===== src/rtl/window_conv_op_pkg.sv =====
`default_nettype none
// ============================================================================
// Module      : window_conv_pkg
// Description : Shared constants for the window convolution stage. It holds
//               the tag codes, the control-word bit positions and the helper
//               that sizes the accumulator.
// Revision    : 1.0 - initial parametrised release
// ============================================================================
package window_conv_pkg;

    localparam int TAG_WIDTH = 2;

    localparam logic [TAG_WIDTH-1:0] INVALID_TAG  = 2'd0;
    localparam logic [TAG_WIDTH-1:0] DATA_TAG0    = 2'd1;
    localparam logic [TAG_WIDTH-1:0] DATA_TAG1    = 2'd2;
    localparam logic [TAG_WIDTH-1:0] DATA_END_TAG = 2'd3;

    // Control word layout, written at config address N
    localparam int ABS_BIT   = 4;
    localparam int SHIFT_LSB = 0;
    localparam int SHIFT_W   = 4;

    // Width that holds the sum of n products of an unsigned pixel and a
    // signed coefficient without overflow.
    function automatic int sum_width(input int pix, input int coef, input int n);
        return pix + coef + 1 + $clog2(n);
    endfunction

endpackage
`default_nettype wire


===== src/rtl/window_conv_op_if.sv =====
`default_nettype none
// ============================================================================
// Module      : window_conv_op_if
// Description : Bundles the window input, the configuration port and the
//               tagged pixel output of window_conv_op.
//   reflesh     : pipeline flush
//   data_bus    : N tagged pixels, element (y,x) at index y*OPE_WIDTH+x
//   cfg_we/addr/data/commit : shadow write and commit request
//   cfg_pending : a commit is waiting for a frame boundary
//   out         : {tag, pixel}
// Revision    : 1.0 - initial parametrised release
// ============================================================================
interface window_conv_op_if
    import window_conv_pkg::*;
#(
    parameter int OPE_WIDTH  = 3,
    parameter int PIX_WIDTH  = 8,
    parameter int COEF_WIDTH = 8
);
    localparam int N          = OPE_WIDTH * OPE_WIDTH;
    localparam int DATA_WIDTH = PIX_WIDTH + TAG_WIDTH;
    localparam int ADDR_WIDTH = $clog2(N + 1);

    logic                    reflesh;
    logic [DATA_WIDTH*N-1:0] data_bus;
    logic                    cfg_we;
    logic [ADDR_WIDTH-1:0]   cfg_addr;
    logic [COEF_WIDTH-1:0]   cfg_data;
    logic                    cfg_commit;
    logic                    cfg_pending;
    logic [DATA_WIDTH-1:0]   out;

    modport master (
        output reflesh, data_bus, cfg_we, cfg_addr, cfg_data, cfg_commit,
        input  cfg_pending, out
    );

    modport slave (
        input  reflesh, data_bus, cfg_we, cfg_addr, cfg_data, cfg_commit,
        output cfg_pending, out
    );

endinterface
`default_nettype wire


===== src/rtl/window_conv_op_abs_clamp.sv =====
`default_nettype none
// ============================================================================
// Module      : abs_clamp
// Description : Combinational output conditioning. A negative input is either
//               mirrored (i_abs_en) or forced to zero, and the result is then
//               saturated to the OUT_W-bit unsigned range.
//   i_din    : signed value, IN_W bits (IN_W > OUT_W)
//   i_abs_en : take the magnitude instead of clamping negatives
//   o_dout   : unsigned saturated result
// Revision    : 1.0 - initial release
// ============================================================================
module abs_clamp #(
    parameter int IN_W  = 21,
    parameter int OUT_W = 8
) (
    input  logic signed [IN_W-1:0] i_din,
    input  logic                   i_abs_en,
    output logic [OUT_W-1:0]       o_dout
);
    // One extra bit so that negating the most negative input cannot wrap
    logic signed [IN_W:0] w_ext;
    logic signed [IN_W:0] w_mag;

    always_comb begin
        w_ext = {i_din[IN_W-1], i_din};
        w_mag = w_ext;
        if (i_din[IN_W-1]) begin
            w_mag = i_abs_en ? -w_ext : '0;
        end
        // w_mag is non-negative here, so any high bit means overflow
        o_dout = (|w_mag[IN_W:OUT_W]) ? '1 : w_mag[OUT_W-1:0];
    end

endmodule
`default_nettype wire


===== src/rtl/window_conv_op.sv =====
`default_nettype none
// ============================================================================
// Module      : window_conv_op
// Description : Three-stage signed convolution over a tagged window. Stage 1
//               registers the products, stage 2 registers the sum and stage 3
//               applies shift, abs/clamp and saturation. The kernel and the
//               control word are double-buffered and swap only on non-data
//               beats.
//   clk, rst : clock and synchronous active-high reset
//   conv_if  : slave side of window_conv_op_if (window, config, out)
// Revision    : 1.0 - initial parametrised release
// ============================================================================
module window_conv_op
    import window_conv_pkg::*;
#(
    parameter int OPE_WIDTH  = 3,
    parameter int PIX_WIDTH  = 8,
    parameter int COEF_WIDTH = 8
) (
    input  logic            clk,
    input  logic            rst,
    window_conv_op_if.slave conv_if
);
    localparam int c_N      = OPE_WIDTH * OPE_WIDTH;
    localparam int c_CTR    = (c_N - 1) / 2;
    localparam int c_DW     = PIX_WIDTH + TAG_WIDTH;
    localparam int c_AW     = $clog2(c_N + 1);
    localparam int c_PROD_W = PIX_WIDTH + COEF_WIDTH + 1;
    localparam int c_SUM_W  = sum_width(PIX_WIDTH, COEF_WIDTH, c_N);

    // ---------------- input decode ----------------
    logic [PIX_WIDTH-1:0] w_pix [c_N];
    logic [TAG_WIDTH-1:0] w_tag_in;
    logic                 w_nondata_in;
    logic                 w_unused_tags;

    always_comb begin
        w_unused_tags = 1'b0;
        for (int i = 0; i < c_N; i++) begin
            w_pix[i]      = conv_if.data_bus[i*c_DW +: PIX_WIDTH];
            // Only the centre tag steers the beat; the others are ignored
            w_unused_tags = w_unused_tags ^ (^conv_if.data_bus[i*c_DW+PIX_WIDTH +: TAG_WIDTH]);
        end
    end

    assign w_tag_in     = conv_if.data_bus[c_CTR*c_DW+PIX_WIDTH +: TAG_WIDTH];
    assign w_nondata_in = (w_tag_in == INVALID_TAG) || (w_tag_in == DATA_END_TAG);

    // ---------------- configuration ----------------
    logic signed [COEF_WIDTH-1:0] r_sh_k  [c_N];
    logic signed [COEF_WIDTH-1:0] r_act_k [c_N];
    logic signed [COEF_WIDTH-1:0] w_nx_k  [c_N];
    logic [SHIFT_W-1:0]           r_sh_shift, r_act_shift, w_nx_shift;
    logic                         r_sh_abs, r_act_abs, w_nx_abs;
    logic                         r_pending;
    logic                         w_copy;

    // Next shadow contents, including this cycle's write, so a write that
    // coincides with the copy lands in the active set too.
    always_comb begin
        w_nx_shift = r_sh_shift;
        w_nx_abs   = r_sh_abs;
        for (int i = 0; i < c_N; i++) begin
            w_nx_k[i] = r_sh_k[i];
            if (conv_if.cfg_we && (conv_if.cfg_addr == c_AW'(i))) begin
                w_nx_k[i] = conv_if.cfg_data;
            end
        end
        if (conv_if.cfg_we && (conv_if.cfg_addr == c_AW'(c_N))) begin
            w_nx_shift = conv_if.cfg_data[SHIFT_LSB +: SHIFT_W];
            w_nx_abs   = conv_if.cfg_data[ABS_BIT];
        end
    end

    assign w_copy = (r_pending || conv_if.cfg_commit) && w_nondata_in;

    always_ff @(posedge clk) begin
        if (rst) begin
            for (int i = 0; i < c_N; i++) begin
                r_sh_k[i]  <= (i == c_CTR) ? COEF_WIDTH'(1) : '0;
                r_act_k[i] <= (i == c_CTR) ? COEF_WIDTH'(1) : '0;
            end
            r_sh_shift  <= '0;
            r_act_shift <= '0;
            r_sh_abs    <= 1'b0;
            r_act_abs   <= 1'b0;
            r_pending   <= 1'b0;
        end else begin
            r_sh_k     <= w_nx_k;
            r_sh_shift <= w_nx_shift;
            r_sh_abs   <= w_nx_abs;
            if (w_copy) begin
                r_act_k     <= w_nx_k;
                r_act_shift <= w_nx_shift;
                r_act_abs   <= w_nx_abs;
            end
            r_pending <= w_copy ? 1'b0 : (conv_if.cfg_commit ? 1'b1 : r_pending);
        end
    end

    assign conv_if.cfg_pending = r_pending;

    // ---------------- datapath ----------------
    logic signed [c_PROD_W-1:0] w_prod [c_N];
    logic signed [c_PROD_W-1:0] r_prod [c_N];
    logic [TAG_WIDTH-1:0]       r_tag1, r_tag2;
    logic                       r_vld1, r_vld2;
    logic [SHIFT_W-1:0]         r_shift1, r_shift2;
    logic                       r_abs1, r_abs2;
    logic signed [c_SUM_W-1:0]  r_sum;
    logic signed [c_SUM_W-1:0]  w_sum;
    logic signed [c_SUM_W-1:0]  w_shifted;
    logic [PIX_WIDTH-1:0]       w_clamped;
    logic [PIX_WIDTH-1:0]       w_pix_out;
    logic [c_DW-1:0]            r_out;

    always_comb begin
        for (int i = 0; i < c_N; i++) begin
            w_prod[i] = $signed({{(c_PROD_W-PIX_WIDTH){1'b0}}, w_pix[i]}) *
                        $signed({{(c_PROD_W-COEF_WIDTH){r_act_k[i][COEF_WIDTH-1]}}, r_act_k[i]});
        end
    end

    // Running sum of sign-extended products, one adder per window element
    for (genvar gi = 0; gi < c_N; gi++) begin : g_tree
        logic signed [c_SUM_W-1:0] w_part;
        if (gi == 0) begin : g_first
            assign w_part = $signed({{(c_SUM_W-c_PROD_W){r_prod[gi][c_PROD_W-1]}}, r_prod[gi]});
        end else begin : g_next
            assign w_part = g_tree[gi-1].w_part +
                            $signed({{(c_SUM_W-c_PROD_W){r_prod[gi][c_PROD_W-1]}}, r_prod[gi]});
        end
    end

    assign w_sum     = g_tree[c_N-1].w_part;
    assign w_shifted = r_sum >>> r_shift2;

    abs_clamp #(
        .IN_W  (c_SUM_W),
        .OUT_W (PIX_WIDTH)
    ) u_abs_clamp (
        .i_din    (w_shifted),
        .i_abs_en (r_abs2),
        .o_dout   (w_clamped)
    );

    assign w_pix_out = ((r_tag2 == DATA_TAG0) || (r_tag2 == DATA_TAG1)) ? w_clamped : '1;

    // r_vld* mark real beats, so the bubbles left by reset/flush emit 0
    // instead of looking like INVALID_TAG beats.
    always_ff @(posedge clk) begin
        if (rst || conv_if.reflesh) begin
            for (int i = 0; i < c_N; i++) begin
                r_prod[i] <= '0;
            end
            r_tag1   <= INVALID_TAG;
            r_tag2   <= INVALID_TAG;
            r_vld1   <= 1'b0;
            r_vld2   <= 1'b0;
            r_shift1 <= '0;
            r_shift2 <= '0;
            r_abs1   <= 1'b0;
            r_abs2   <= 1'b0;
            r_sum    <= '0;
            r_out    <= '0;
        end else begin
            r_prod   <= w_prod;
            r_tag1   <= w_tag_in;
            r_vld1   <= 1'b1;
            r_shift1 <= r_act_shift;
            r_abs1   <= r_act_abs;
            r_sum    <= w_sum;
            r_tag2   <= r_tag1;
            r_vld2   <= r_vld1;
            r_shift2 <= r_shift1;
            r_abs2   <= r_abs1;
            r_out    <= r_vld2 ? {r_tag2, w_pix_out} : '0;
        end
    end

    assign conv_if.out = r_out;

endmodule
`default_nettype wire


===== src/flat_wrapper.sv =====
// flat-port wrapper written by rule: the top's interface ports become plain ports
module window_conv_op_flat import window_conv_pkg::*;
#(
    parameter int OPE_WIDTH  = 3,
    parameter int PIX_WIDTH  = 8,
    parameter int COEF_WIDTH = 8
)
  (clk, rst, conv_if_reflesh, conv_if_data_bus, conv_if_cfg_we, conv_if_cfg_addr, conv_if_cfg_data, conv_if_cfg_commit, conv_if_cfg_pending, conv_if_out);
  window_conv_op_if #(.OPE_WIDTH(OPE_WIDTH), .PIX_WIDTH(PIX_WIDTH), .COEF_WIDTH(COEF_WIDTH)) conv_if_i ();
  input  logic clk;
  input  logic rst;
  input wire logic [$bits(conv_if_i.reflesh)-1:0] conv_if_reflesh;
  input wire logic [$bits(conv_if_i.data_bus)-1:0] conv_if_data_bus;
  input wire logic [$bits(conv_if_i.cfg_we)-1:0] conv_if_cfg_we;
  input wire logic [$bits(conv_if_i.cfg_addr)-1:0] conv_if_cfg_addr;
  input wire logic [$bits(conv_if_i.cfg_data)-1:0] conv_if_cfg_data;
  input wire logic [$bits(conv_if_i.cfg_commit)-1:0] conv_if_cfg_commit;
  output wire logic [$bits(conv_if_i.cfg_pending)-1:0] conv_if_cfg_pending;
  output wire logic [$bits(conv_if_i.out)-1:0] conv_if_out;
  assign conv_if_i.reflesh = conv_if_reflesh;
  assign conv_if_i.data_bus = conv_if_data_bus;
  assign conv_if_i.cfg_we = conv_if_cfg_we;
  assign conv_if_i.cfg_addr = conv_if_cfg_addr;
  assign conv_if_i.cfg_data = conv_if_cfg_data;
  assign conv_if_i.cfg_commit = conv_if_cfg_commit;
  assign conv_if_cfg_pending = conv_if_i.cfg_pending;
  assign conv_if_out = conv_if_i.out;
  window_conv_op #(.OPE_WIDTH(OPE_WIDTH), .PIX_WIDTH(PIX_WIDTH), .COEF_WIDTH(COEF_WIDTH)) u_core (.clk(clk), .rst(rst), .conv_if(conv_if_i));
endmodule

===== config.mk =====
export PLATFORM = sky130hd
export DESIGN_NAME = window_conv_op_flat
export DESIGN_NICKNAME = d
export VERILOG_FILES = /design/src/rtl/window_conv_op_pkg.sv /design/src/rtl/window_conv_op_if.sv /design/src/rtl/window_conv_op_abs_clamp.sv /design/src/rtl/window_conv_op.sv /design/src/flat_wrapper.sv
export SDC_FILE = /design/constraint.sdc
export NUM_CORES = 2
export LEC_CHECK = 0
export ABC_AREA = 0
export BUFFER_PORTS_ARGS = -buffer_cell sky130_fd_sc_hd__buf_2
export CAP_MARGIN = 10
export CORE_UTILIZATION = 55
export CTS_CLUSTER_SIZE = 12
export DETAILED_ROUTE_END_ITERATION = 10
export MAX_ROUTING_LAYER = met4
export PLACE_DENSITY = 0.81
export SLEW_MARGIN = 0
export SYNTH_ARGS = -nofsm -noshare
export SYNTH_HDL_FRONTEND = slang
export SYNTH_HIERARCHICAL = 1
export SYNTH_SLANG_ARGS = --single-unit

===== constraint.sdc =====
create_clock -name clk -period 5.3 [get_ports clk]
set_clock_uncertainty 0.1 [all_clocks]
set_input_delay 0.265 -clock clk [delete_from_list [all_inputs] [get_ports clk]]
set_output_delay 0.265 -clock clk [all_outputs]
set_load 0.02 [all_outputs]

== After elaboration in Yosys (flattened, before gate mapping) ==
Index checks and enable logic that the tools add are counted.
Operators by class
  shift operators: 1
  add/sub/neg operators: 9
  reduce and logical (&&, ||, !) cells: 20
  bitwise operators: 1
  multipliers: 9
  $lt $le $gt $ge: 0
  equality and inequality tests: 12
  multiplexer cells: 16
  divide/modulo/power cells: 0
Operators by type and width (number)
  $mul 9x8->17: 9
  $add 21x17->21: 6
  $mux 8: 11
  $mux 22: 2
  $neg 22->22: 1
  $sshr 21x4->21: 1
  $add 18x17->19: 1
  $add 17x17->18: 1
  $eq 4x3->1 const B: 4
  $reduce_or 14->1: 1
  $logic_and 1x1->1: 11
  $eq 4x2->1 const B: 2
  $eq 4x4->1 const B: 2
  $eq 2x2->1 const B: 2
  $eq 4x1->1 const B: 1
  $logic_not 4->1: 1
  $logic_or 1x1->1: 4
  $mux 4: 1
  $reduce_or 2->1: 2
  $eq 2x1->1 const B: 1
  $logic_not 2->1: 1
  $mux 1: 2
  $not 1->1: 1
Word-level totals
  memory bits (writable): 0
  memories kept: 0
  logic and storage cells: 110
  ROM bits: 0
  latch bits: 0
  register bits after elaboration: 355
  input port bits: 107

== Longest topological paths before layout ==
  depth in word-level cells: 8
  depth in mapped cells: 19
  gate-level depth less buffers: 18

== Hierarchy ==
Netlist, hierarchy kept.
Modules (own cells, without submodules)
  window_conv_op: times used 1, area an instance 34937.3 um^2, cells each 3820
  abs_clamp: times used 1, area an instance 668.1 um^2, cells each 101

== Worst setup path after synthesis ==
OpenSTA, ideal clock, no wires.
  path kind: reg2reg
  start point: reg u_core/r_act_k[66] (netlist bit)
  end point: reg u_core.r_prod, in the netlist u_core/g_tree[0].w_part[14]
  arrival time: 3951 ps
  cell stages (with the launch flop): 16
  slack: 1122 ps
  required time: 5072 ps
  cell sequence: dfxtp_1 > clkbuf_1 > nand2_1 > fa_1 > fa_1 > inv_1 > fa_1 > inv_1 > fa_1 > inv_1 > ha_1 > or3_1 > o221a_2 > o41ai_2 > xor2_1 > nor2_1
On the way
  longest elaborated chain between the ends: 1
Ends and longest elaborated chain
  start: declaration: line window_conv_op.sv:51  | logic signed [COEF_WIDTH-1:0] r_act_k [c_N];
  start signal: indexed assignment: line window_conv_op.sv:81  | r_act_k[i] <= (i == c_CTR) ? COEF_WIDTH'(1) : '0;
  start signal: assignment: line window_conv_op.sv:93  | r_act_k <= w_nx_k;
  $mul 9x8->17: line window_conv_op.sv:119  | w_prod[i] = $signed({{(c_PROD_W-PIX_WIDTH){1'b0}}, w_pix[i]}) *
  end signal: assignment: line window_conv_op.sv:167  | r_prod <= w_prod;
  end: declaration: line window_conv_op.sv:105  | logic signed [c_PROD_W-1:0] r_prod [c_N];
Every way passes these cells.
A chain may end at the register's enable or synchronous reset.

== Worst setup path after layout ==
  start point: reg u_core/r_act_k[18] (netlist bit)
  end point: reg u_core/r_prod[47] (netlist bit)
The elaborated chain is that of the path after synthesis.

==> qor.yml <==
placed_design:
  numPortBuffers: 101
  dp_hpwl_um: 65200
  gp_congestion: 0.953
critical_path:
  r2r_slack_ps: 670
  reg2reg_depth: 15
  startpoint: "u_core/r_act_k[18]"
  endpoint: "u_core/r_prod[47]"
  worstPathArrival_ps: 4970
  startpoint_type: "flip-flop"
  critPathKind: "reg -> reg"
  r2r_start: "u_core/r_act_k[18]"
  required_ps: 5640
  worst_r2r_endpoint: "u_core/r_prod[47]"
  cp-end-kind: "flip-flop"
  critPathMaxFanout: 9
pwr:
  irDropWorstVdd_mv: 0.275
  p_leak_uw: 0.0193
  power_density_nw_per_um2: 301
logic_synthesis:
  async_reset_ff_share_pct: 0
  syn_area_um2: 35600
  postSynthAreaPerCell_um2: 9.08
  yosys_warnings: 6
  ys_ff_latch: 355
  synth_edf_count: 0
  synthesis.nets: 4892
  yosysSeqAreaShare_pct: 20.0
  syn_inst: 3921
  synth_top_flop_cell: "dfxtp_1"
  ys_types: 77
drt:
  ant_nets: 0
  vias: 26400
  dr.first_iter.drc_count: 1574
  wirelength_um: 84300
  drc_errors: 0
  viasPerCell: 5.45
  firstDrtPassIters: 5
  wl_per_cell_um: 17.4
global_route:
  antenna_found_initial: 3
  track_usage_pct: 27.2
  grt_first_pass_wirelength_um: 140000
  grt_pass1_vias: 27500
  grt_overflow: 0
  grt_max_degree: 81
clocking:
  cts_tree: "done"
  clkLatencyLatePin_ps: 580
  cts.path.max_buffers: 3
  h-tree-depth: 2
  clock_sinks: 355
  cts_made_buffers: 42
  cts_resized: 0
  clkSlewWorstSetupHoldPaths_ps: 60
  root_buffer: "clkbuf_16"
sta:
  finalHoldViolations: 0
  worst_slew_pin_slew_ps: 1060
  drv_slew: 0
  fin_crit_sh_pct: 87.4
  setup_viol: 0
  whs_ps: 183
  rsz0062_at_grt: "no"
  fin_setup_tns_ps: 0
  relSlewSlack_pct: 29.4
  period_minus_slack_ps: 4630
  fmax_mhz: 216
floorplan:
  core_um2: 63500
  boundaryPins: 118
  start_util_pct: 56.0
  placementRows: 92
  die_x_um: 256
  die_y_um: 256
  dieArea_um2: 65800
run:
  maxCapViolCount: 0
hold_path:
  min_from: "conv_if_data_bus[31]"
  worst_hold_path_type: "in -> reg"
final_layout:
  fin_nets: 4941
  drive_gt1_share_pct: 5.95
  syn2layout_area_growth_pct: 7.94
run_status:
  status: "completed"
## timing repair
action	in CTS	in global routing
setup endpoints to repair	0	0
buffers inserted	0	0
hold buffers	13	0
endpoints found under the hold margin	14	0
## sequential cells by signal (all words and copies together) (netlist names)
register	cells
u_core/conv_if.cfg_pending	1
u_core/conv_if.out	10
u_core/g_tree.w_part	17
u_core/r_abs1	1
u_core/r_abs2	1
u_core/r_act_abs	1
u_core/r_act_k	72
u_core/r_act_shift	4
u_core/r_prod	136
u_core/r_sh_abs	1
u_core/r_sh_k	72
u_core/r_sh_shift	4
u_core/r_shift1	4
u_core/r_shift2	4
u_core/r_sum	21
u_core/r_tag1	2
u_core/r_tag2	2
u_core/r_vld1	1
u_core/r_vld2	1
## placed cells by master (no fill, tap or decap), types with 6 or more instances in the layout
cell type	n
bufinv_16	8
o221a_2	7
a21o_1	19
and2_1	332
nor2_1	372
a21oi_1	89
and3_1	18
dfxtp_1	355
nand3_1	15
o21a_1	30
o41ai_1	7
a211oi_1	96
clkbuf_8	6
a31oi_1	12
nand2b_1	79
xnor2_1	64
a41oi_1	7
ha_1	409
o41ai_2	7
o21bai_1	8
o211ai_1	6
mux4_2	12
xor2_1	32
nor3_1	55
o221ai_1	7
mux2i_1	98
or3_1	13
dlygate4sd3_1	13
o22a_1	13
o31a_1	9
fa_1	455
nor2b_1	21
inv_1	707
buf_4	13
buf_2	100
nand2_1	297
clkbuf_16	43
o21ai_0	82
## Yosys cell counts, types with 15 or more instances
cell / count / area share (%)
nand3_1: 15 / 0.21
nand2b_1: 79 / 1.4
nor2b_1: 21 / 0.37
ha_1: 409 / 14
inv_1: 707 / 7.5
fa_1: 455 / 26
nor3_1: 55 / 0.77
dfxtp_1: 355 / 20
o21a_1: 30 / 0.63
a211oi_1: 96 / 2.0
xnor2_1: 64 / 1.6
and3_1: 18 / 0.32
nand2_1: 297 / 3.1
and2_1: 332 / 5.8
xor2_1: 32 / 0.79
a21oi_1: 89 / 1.3
o21ai_0: 82 / 1.2
a21o_1: 19 / 0.40
nor2_1: 373 / 3.9
clkbuf_1: 98 / 1.0
mux2i_1: 98 / 2.8
## how the worst min path moves through the flow
stage	slack, ps	cells past startpoint	endpoint
after global placement	310	1	u_core/r_vld2
after global routing	210	4	u_core/r_prod[86]
after CTS	140	4	u_core/r_prod[86]
final	180	4	u_core/r_prod[86]
after detailed placement	310	1	u_core/r_shift2[2]
after floorplan	290	1	u_core/r_tag1[0]
## where the power goes
| part | internal, µW | switching, µW | total [µW] |
|---|---|---|---|
| logic | 2180 | 3080 | 5260 |
| registers | 2890 | 245 | 3140 |
| clock network | 1960 | 1210 | 3170 |
## final cells by class
cell class,count,area [µm²]
multi-input combinational,2734,25400
timing repair buffer,126,728
clock buffer,53,1170
inverter,711,2670
tap,846,1060
fill,5283,25100
antenna,4,10.0
clock inverter,19,335
sequential,355,7110
## cell families after synthesis
family	after synthesis	synth area share, %
AOI/OAI and AO/OA	425	8.17
buffers and inverters	832	8.87
and+or+nand+nor	1235	17.0
xor gates and xnor gates	96	2.36
muxes	114	3.64
adders and majority gates	864	40.0
DFF	355	20.0
## critical path, stage by stage (launching register included)
cell and delay [ps]:
dfxtp_1 560, nand2_1 140, fa_1 550, inv_1 60, fa_1 480, fa_1 500, inv_1 60, fa_1 490
inv_1 60, ha_1 360, nand2_1 100, nor3_1 60, o41ai_1 510, o21bai_1 150, xnor2_1 240, nor2_1 70
## per-stage QoR
stage | utilization (%) | std cells | cell area (µm²) | setup slack (ps) | power (µW)
2_1_floorplan | - | 3921 | 35600 | 1120 | 7050
3_3_place_gp | 57.9 | 4759 | 36800 | 793 | 8160
3_5_place_dp | 57.9 | 4759 | 36800 | 741 | 8320
4_1_cts | 60.5 | 4844 | 38400 | 735 | 11600
5_1_grt | 60.5 | 4847 | 38400 | 324 | 12500
6_report | 60.5 | 4848 | 38400 | 667 | 11600
## per-layer routing
| layer | GRT usage [%] | up-vias | wire, µm |
|---|---|---|---|
| met2 | 45.1 | 738 | 40900 |
| met1 | 33.7 | 13000 | 35600 |
| met5 | - | - | 0 |
| met4 | 11.1 | 0 | 3360 |
| li1 | - | 12500 | - |
| met3 | 3.36 | 168 | 4400 |
(Power assumes the default switching activity.)
